[config.mk]
export PLATFORM = sky130hd
export DESIGN_NAME = display_scan_ctrl
export DESIGN_NICKNAME = d
export VERILOG_FILES = /design/src/rtl/display_scan_ctrl.sv
export SDC_FILE = /design/constraint.sdc
export NUM_CORES = 1
export LEC_CHECK = 0
export CORE_ASPECT_RATIO = 0.75
export CORE_MARGIN = 10
export CORE_UTILIZATION = 59
export CTS_CLUSTER_DIAMETER = 120
export DETAILED_ROUTE_END_ITERATION = 6
export PLACE_DENSITY = 0.83
export SLEW_MARGIN = 25
export SYNTH_ARGS = -nofsm -noshare
export SYNTH_HDL_FRONTEND = slang
export SYNTH_SLANG_ARGS = --single-unit
[constraint.sdc]
create_clock -name CLK -period 5.1 [get_ports CLK]
set_input_delay 1.53 -clock CLK [delete_from_list [all_inputs] [get_ports CLK]]
set_output_delay 1.53 -clock CLK [all_outputs]
set_load 0.03 [all_outputs]
[src/rtl/display_scan_ctrl.sv]
// -----------------------------------------------------------------------------
// display_scan_ctrl
//
// Time-multiplexed scan controller for a multi-digit common-anode 7-segment
// display. One nibble at a time is presented on D to a shared BCD-to-segment
// decoder. The controller walks the digits at a fixed rate and inserts a
// ghost-suppression blank at the start of every digit slot.
//
// The display value is double-buffered. LOAD captures VALUE/DP into a pending
// buffer. The pending buffer is copied into the active buffer only at a frame
// boundary, so a frame never shows a mix of old and new data.
//
// Parameters
//   NUM_DIGITS  digits scanned (2..8)
//   SCAN_DIV    clock cycles per digit slot (>= 4)
//   BLANK_CYC   blank cycles at the start of each slot (1 <= BLANK_CYC < SCAN_DIV)
//
// Ports
//   CLK         system clock, rising edge
//   RST_N       synchronous active-low reset
//   VALUE       nibble k = digit k (digit 0 = rightmost)
//   DP          decimal point per digit, active high, captured with VALUE
//   LOAD        one-cycle strobe; captures VALUE/DP into the pending buffer
//   PENDING     pending buffer not yet applied to the display
//   D           nibble to the decoder; 4'hF = blank
//   DP_N        decimal point, active low
//   DIG_EN      digit enables, active low, at most one low at any time
//   FRAME_TICK  one-cycle pulse at each frame boundary
//
// Build option
//   LEADING_ZERO_BLANK_EN  when defined, during the ON phase a digit k>0 shows
//                          D=4'hF when active nibbles k..NUM_DIGITS-1 are all 0.
//                          Its DIG_EN and DP_N behave as normal. Digit 0 is
//                          never blanked. Undefined: every nibble is shown as
//                          stored.
//
// Handshake: LOAD is a bare strobe with no ready. Every cycle LOAD is high is
// accepted, and the most recent capture before a frame boundary is the one
// that gets applied.
// -----------------------------------------------------------------------------
module display_scan_ctrl #(
  parameter int NUM_DIGITS = 4,
  parameter int SCAN_DIV   = 50000,
  parameter int BLANK_CYC  = 100
) (
  input  logic                    CLK,
  input  logic                    RST_N,
  input  logic [4*NUM_DIGITS-1:0] VALUE,
  input  logic [NUM_DIGITS-1:0]   DP,
  input  logic                    LOAD,
  output logic                    PENDING,
  output logic [3:0]              D,
  output logic                    DP_N,
  output logic [NUM_DIGITS-1:0]   DIG_EN,
  output logic                    FRAME_TICK
);

  localparam int CNT_W = $clog2(SCAN_DIV);
  localparam int IDX_W = (NUM_DIGITS > 1) ? $clog2(NUM_DIGITS) : 1;

  localparam logic [CNT_W-1:0] CNT_LAST  = CNT_W'(SCAN_DIV - 1);
  localparam logic [CNT_W-1:0] CNT_BLANK = CNT_W'(BLANK_CYC);
  localparam logic [IDX_W-1:0] IDX_LAST  = IDX_W'(NUM_DIGITS - 1);

  logic [CNT_W-1:0]        cnt;
  logic [IDX_W-1:0]        idx;
  logic [4*NUM_DIGITS-1:0] pend_val;
  logic [NUM_DIGITS-1:0]   pend_dp;
  logic [4*NUM_DIGITS-1:0] act_val;
  logic [NUM_DIGITS-1:0]   act_dp;

  logic slot_end;
  logic frame_end;
  logic in_blank;

  assign slot_end  = (cnt == CNT_LAST);
  assign frame_end = slot_end && (idx == IDX_LAST);
  assign in_blank  = (cnt < CNT_BLANK);

  // Select the active nibble/DP for the current digit, plus the
  // leading-zero blank decision when that option is built in.
  logic [3:0] cur_nib;
  logic       cur_dp;
  logic       cur_lz;

  always_comb begin
    cur_nib = 4'hF;
    cur_dp  = 1'b0;
    cur_lz  = 1'b0;
    for (int k = 0; k < NUM_DIGITS; k++) begin
      if (idx == IDX_W'(k)) begin
        cur_nib = act_val[4*k +: 4];
        cur_dp  = act_dp[k];
`ifdef LEADING_ZERO_BLANK_EN
        // Digit k is a leading zero when it and every digit above it is 0.
        cur_lz  = (k > 0) && ((act_val >> (4*k)) == '0);
`endif
      end
    end
  end

  always_ff @(posedge CLK) begin
    if (!RST_N) begin
      cnt        <= '0;
      idx        <= '0;
      pend_val   <= '0;
      pend_dp    <= '0;
      act_val    <= '0;
      act_dp     <= '0;
      PENDING    <= 1'b0;
      D          <= 4'hF;
      DP_N       <= 1'b1;
      DIG_EN     <= '1;
      FRAME_TICK <= 1'b0;
    end else begin
      // Slot / digit walk.
      if (slot_end) begin
        cnt <= '0;
        idx <= frame_end ? '0 : idx + 1'b1;
      end else begin
        cnt <= cnt + 1'b1;
      end

      // Swap at the frame boundary uses the pending contents from before
      // this edge, so a LOAD on the boundary cycle waits one more frame.
      if (frame_end && PENDING) begin
        act_val <= pend_val;
        act_dp  <= pend_dp;
      end

      if (LOAD) begin
        pend_val <= VALUE;
        pend_dp  <= DP;
        PENDING  <= 1'b1;
      end else if (frame_end) begin
        PENDING  <= 1'b0;
      end

      // Registered outputs: reflect this cycle's cnt/idx.
      FRAME_TICK <= frame_end;
      if (in_blank) begin
        D      <= 4'hF;
        DP_N   <= 1'b1;
        DIG_EN <= '1;
      end else begin
        D      <= cur_lz ? 4'hF : cur_nib;
        DP_N   <= ~cur_dp;
        DIG_EN <= ~(NUM_DIGITS'(1) << idx);
      end
    end
  end

endmodule

==> flow_summary.ini <==
[synth]
synth-simple-area-share_pct = 22.6
ys_seq_elements = 69
syn_area_sq_um = 2910
ys_types = 35
yosys.area.top_type = dfxtp_1
yosysWarnings = 0
yosysTopAreaCellShare_pct = 47.5
synth_compound_area_share_pct = 5.21
synthCells = 309
yosys.area_share.xor_xnor_pct = 4.22
synth_adder_area_share_pct = 2.15
netlist_top_cells_area = dfxtp_1 48%, mux2i_1 14%, nand2_1 7.1%, nor2b_1 5.2%, xnor2_1 2.7%
avgSynthCellArea_sq_um = 9.41
synth_top_family_by_area = simple AND/OR/NAND/NOR gates
syn-num-nets = 337
seq_area_frac_synth_pct = 47.5
synth_mux_area_share_pct = 14.1

[clocking]
ctsResizeCount = 0
h-tree-depth = 3
cts_made_buffers = 9
cts_tree = built
cts_buffer_depth = 2
cts_setup_buffers = 0
clock_latency_ns = 0.35
clkTransAtPathRegs_ns = 0.07
clkSinkCount = 69
cts_root_buf = clkbuf_8
hold_buffers = 0

[global_routing]
grt_pass1_wl_mm = 9.63
grt_max_degree = 40
antenna_found_initial = 0
grt_pass1_vias = 1995
grtUsageTotal_pct = 14.8
grt_overflow = 0

[final_layout]
final_common_cell = dfxtp_1
final_nets = 367
syn2layout_area_growth_pct = 20.7
most-common-layout-cells = 69 x dfxtp_1, 55 x nand2_1, 41 x mux2i_1
drive_above_1_share_pct = 8.14
diodes = 0
final_core_util_pct = 72.9
n_fill_cell = 345

[pwr]
p_leak_nw = 1.29
peakVddDrop_uv = 209
pwr-share-clk_pct = 47.5
p_seq_share_pct = 47.7
cellPowerDensity_nw_per_um2 = 334
comb_power_share_pct = 4.8
p_switching_uw = 223
power.internal_uw = 947
switching_share_pct = 19.1

[setup_path]
critPathLaunchType = flip-flop
worstPathRequired_ns = 3.57
cp_slowest_cell = clkdlybuf4s50_1
r2r_cells = 5
cp.depth = 1
cp_slowest_stage_delay_ns = 0.69
worstPathCellList = clkdlybuf4s50_1
critPathTopFamily = buffers and inverters
critPathKind = flip-flop to primary output
path_buf_inv = 1
reg2reg_slack_ns = 2.76
critPathMaxFanout = 3
end_kind = primary output
worstPathArrival_ns = 1.40
r2r_end = act_val[8]
reg2reg_from = cnt[12]

[place]
dpl.hpwl_mm = 3.91
dp_slack_ns = 2.32
routabilityCongestion = 0.833
portBuffers = 33

[min_path]
min_path_cells = 2
whs_endpoint = act_val[1]
worstHoldStart = act_val[1]
hp-class = flip-flop to flip-flop

[sta]
slew_headroom_pct = 56.8
setup_ws_ns = 2.17
setup_viol = 0
clock-skew-final_ns = 0.00960
report.final.hold_viol_count = 0
post-route-period-util_pct = 57.5
worst_pin_slew_ns = 0.647
slew_violations = 0
period_needed_ns = 2.93
max_freq_mhz = 341
rsz0062_at_grt = no
timing.setup.tns_ns = 0

[floorplan]
rows = 22
start_util_pct = 60.4
core-area_sq_um = 4820
design.portCount = 34
die_w_um = 101
die_h_um = 80.8
die-area_sq_um = 8170

[detailed_routing]
drt_first_pass_iters = 4
post-route-drc-count = 0
drt_iter0_markers = 129
drtAntennaViolNets = 0
vias_per_cell = 5.30
num_vias = 2143
wirelength_mm = 5.68
wl_per_cell_um = 14.0

[status]
outcome = finished clean

[job]
maxCapViolCount = 0
registers in the layout, summed over array words and instances, names as in the netlist:
register / cells
DIG_EN: 4
FRAME_TICK: 1
pend_dp: 4
act_val: 16
PENDING: 1
D: 4
act_dp: 4
cnt: 16
idx: 2
pend_val: 16
DP_N: 1
cells in the mapped netlist:
| master | count |
|---|---|
| nand4b_1 | 1 |
| o21ai_2 | 1 |
| buf_6 | 2 |
| xor2_1 | 5 |
| or3_1 | 1 |
| o21ai_0 | 6 |
| a221oi_1 | 4 |
| nand4_1 | 4 |
| a21oi_1 | 7 |
| nor4_1 | 8 |
| clkbuf_1 | 14 |
| a41oi_1 | 1 |
| nand3b_1 | 2 |
| or3b_2 | 4 |
| mux2i_1 | 41 |
| o31a_1 | 1 |
| nand2_1 | 55 |
| and2_1 | 1 |
| or2_2 | 1 |
| nor2b_1 | 24 |
| dfxtp_1 | 69 |
| nor3_4 | 1 |
| nor2_1 | 17 |
| a22o_1 | 1 |
| buf_2 | 1 |
| inv_1 | 11 |
| xnor2_1 | 9 |
| nand3_1 | 4 |
| o311ai_0 | 1 |
| or4_4 | 2 |
| and3_1 | 1 |
| nor3_1 | 2 |
| o21a_1 | 1 |
| and4b_1 | 1 |
| ha_1 | 5 |
worst max path at each step:
stage          slack, ns          end     from
2_1_floorplan       2.54   pend_dp[2]     LOAD
3_3_place_gp        2.35      PENDING     LOAD
3_5_place_dp        2.32  pend_val[5]     LOAD
4_1_cts             2.14      PENDING  PENDING
5_1_grt             2.10      PENDING  PENDING
6_report            2.17      PENDING  PENDING
layer usage:
metal / part of all wire [%] / vias to the layer above / global-route usage (%) / wire [um]
met5: 0 / - / 0 / 0
met4: 1.5 / 0 / 5.00 / 87
met3: 5.7 / 9 / 7.04 / 325
met2: 43 / 43 / 21.0 / 2460
met1: 49 / 989 / 19.3 / 2800
li1: - / 1102 / - / -
cell families (layout without fill, tap and decap cells):
kind of cell / count (synthesis) / count (layout)
flops: 69 / 69
compound gates: 23 / 23
fa+ha+maj: 5 / 5
simple gates: 129 / 129
mux: 41 / 41
xor+xnor: 14 / 14
buf+inv: 28 / 63
cell type report:
cell class	instances	area (sq um)	area share, %
tap	60	75.1	2.14
inverter	11	41.3	1.18
clock inverter	3	90.1	2.57
clock buffer	13	169	4.81
multi-input combinational	212	1410	40.0
timing repair buffer	36	348	9.91
sequential	69	1380	39.4
per-stage QoR:
stage	total power [mW]	cell area, sq um	instances	hold slack (ns)
after floorplan	0.602	2910	309	0.426
after global placement	0.625	3250	388	0.441
after detailed placement	0.627	3250	388	0.445
after CTS	1.18	3510	404	0.456
after global routing	1.22	3510	404	0.477
final	1.17	3510	404	0.455
power by group through the flow:
stage / Combinational [mW] / Clock, mW / Sequential (mW)
3_5_place_dp: 0.0567 / 0 / 0.570
4_1_cts: 0.0573 / 0.569 / 0.558
2_1_floorplan: 0.0326 / 0 / 0.569
5_1_grt: 0.0633 / 0.595 / 0.559
6_report: 0.0564 / 0.556 / 0.558
3_3_place_gp: 0.0552 / 0 / 0.570
No activity file was read; power rests on OpenSTA's default activity.
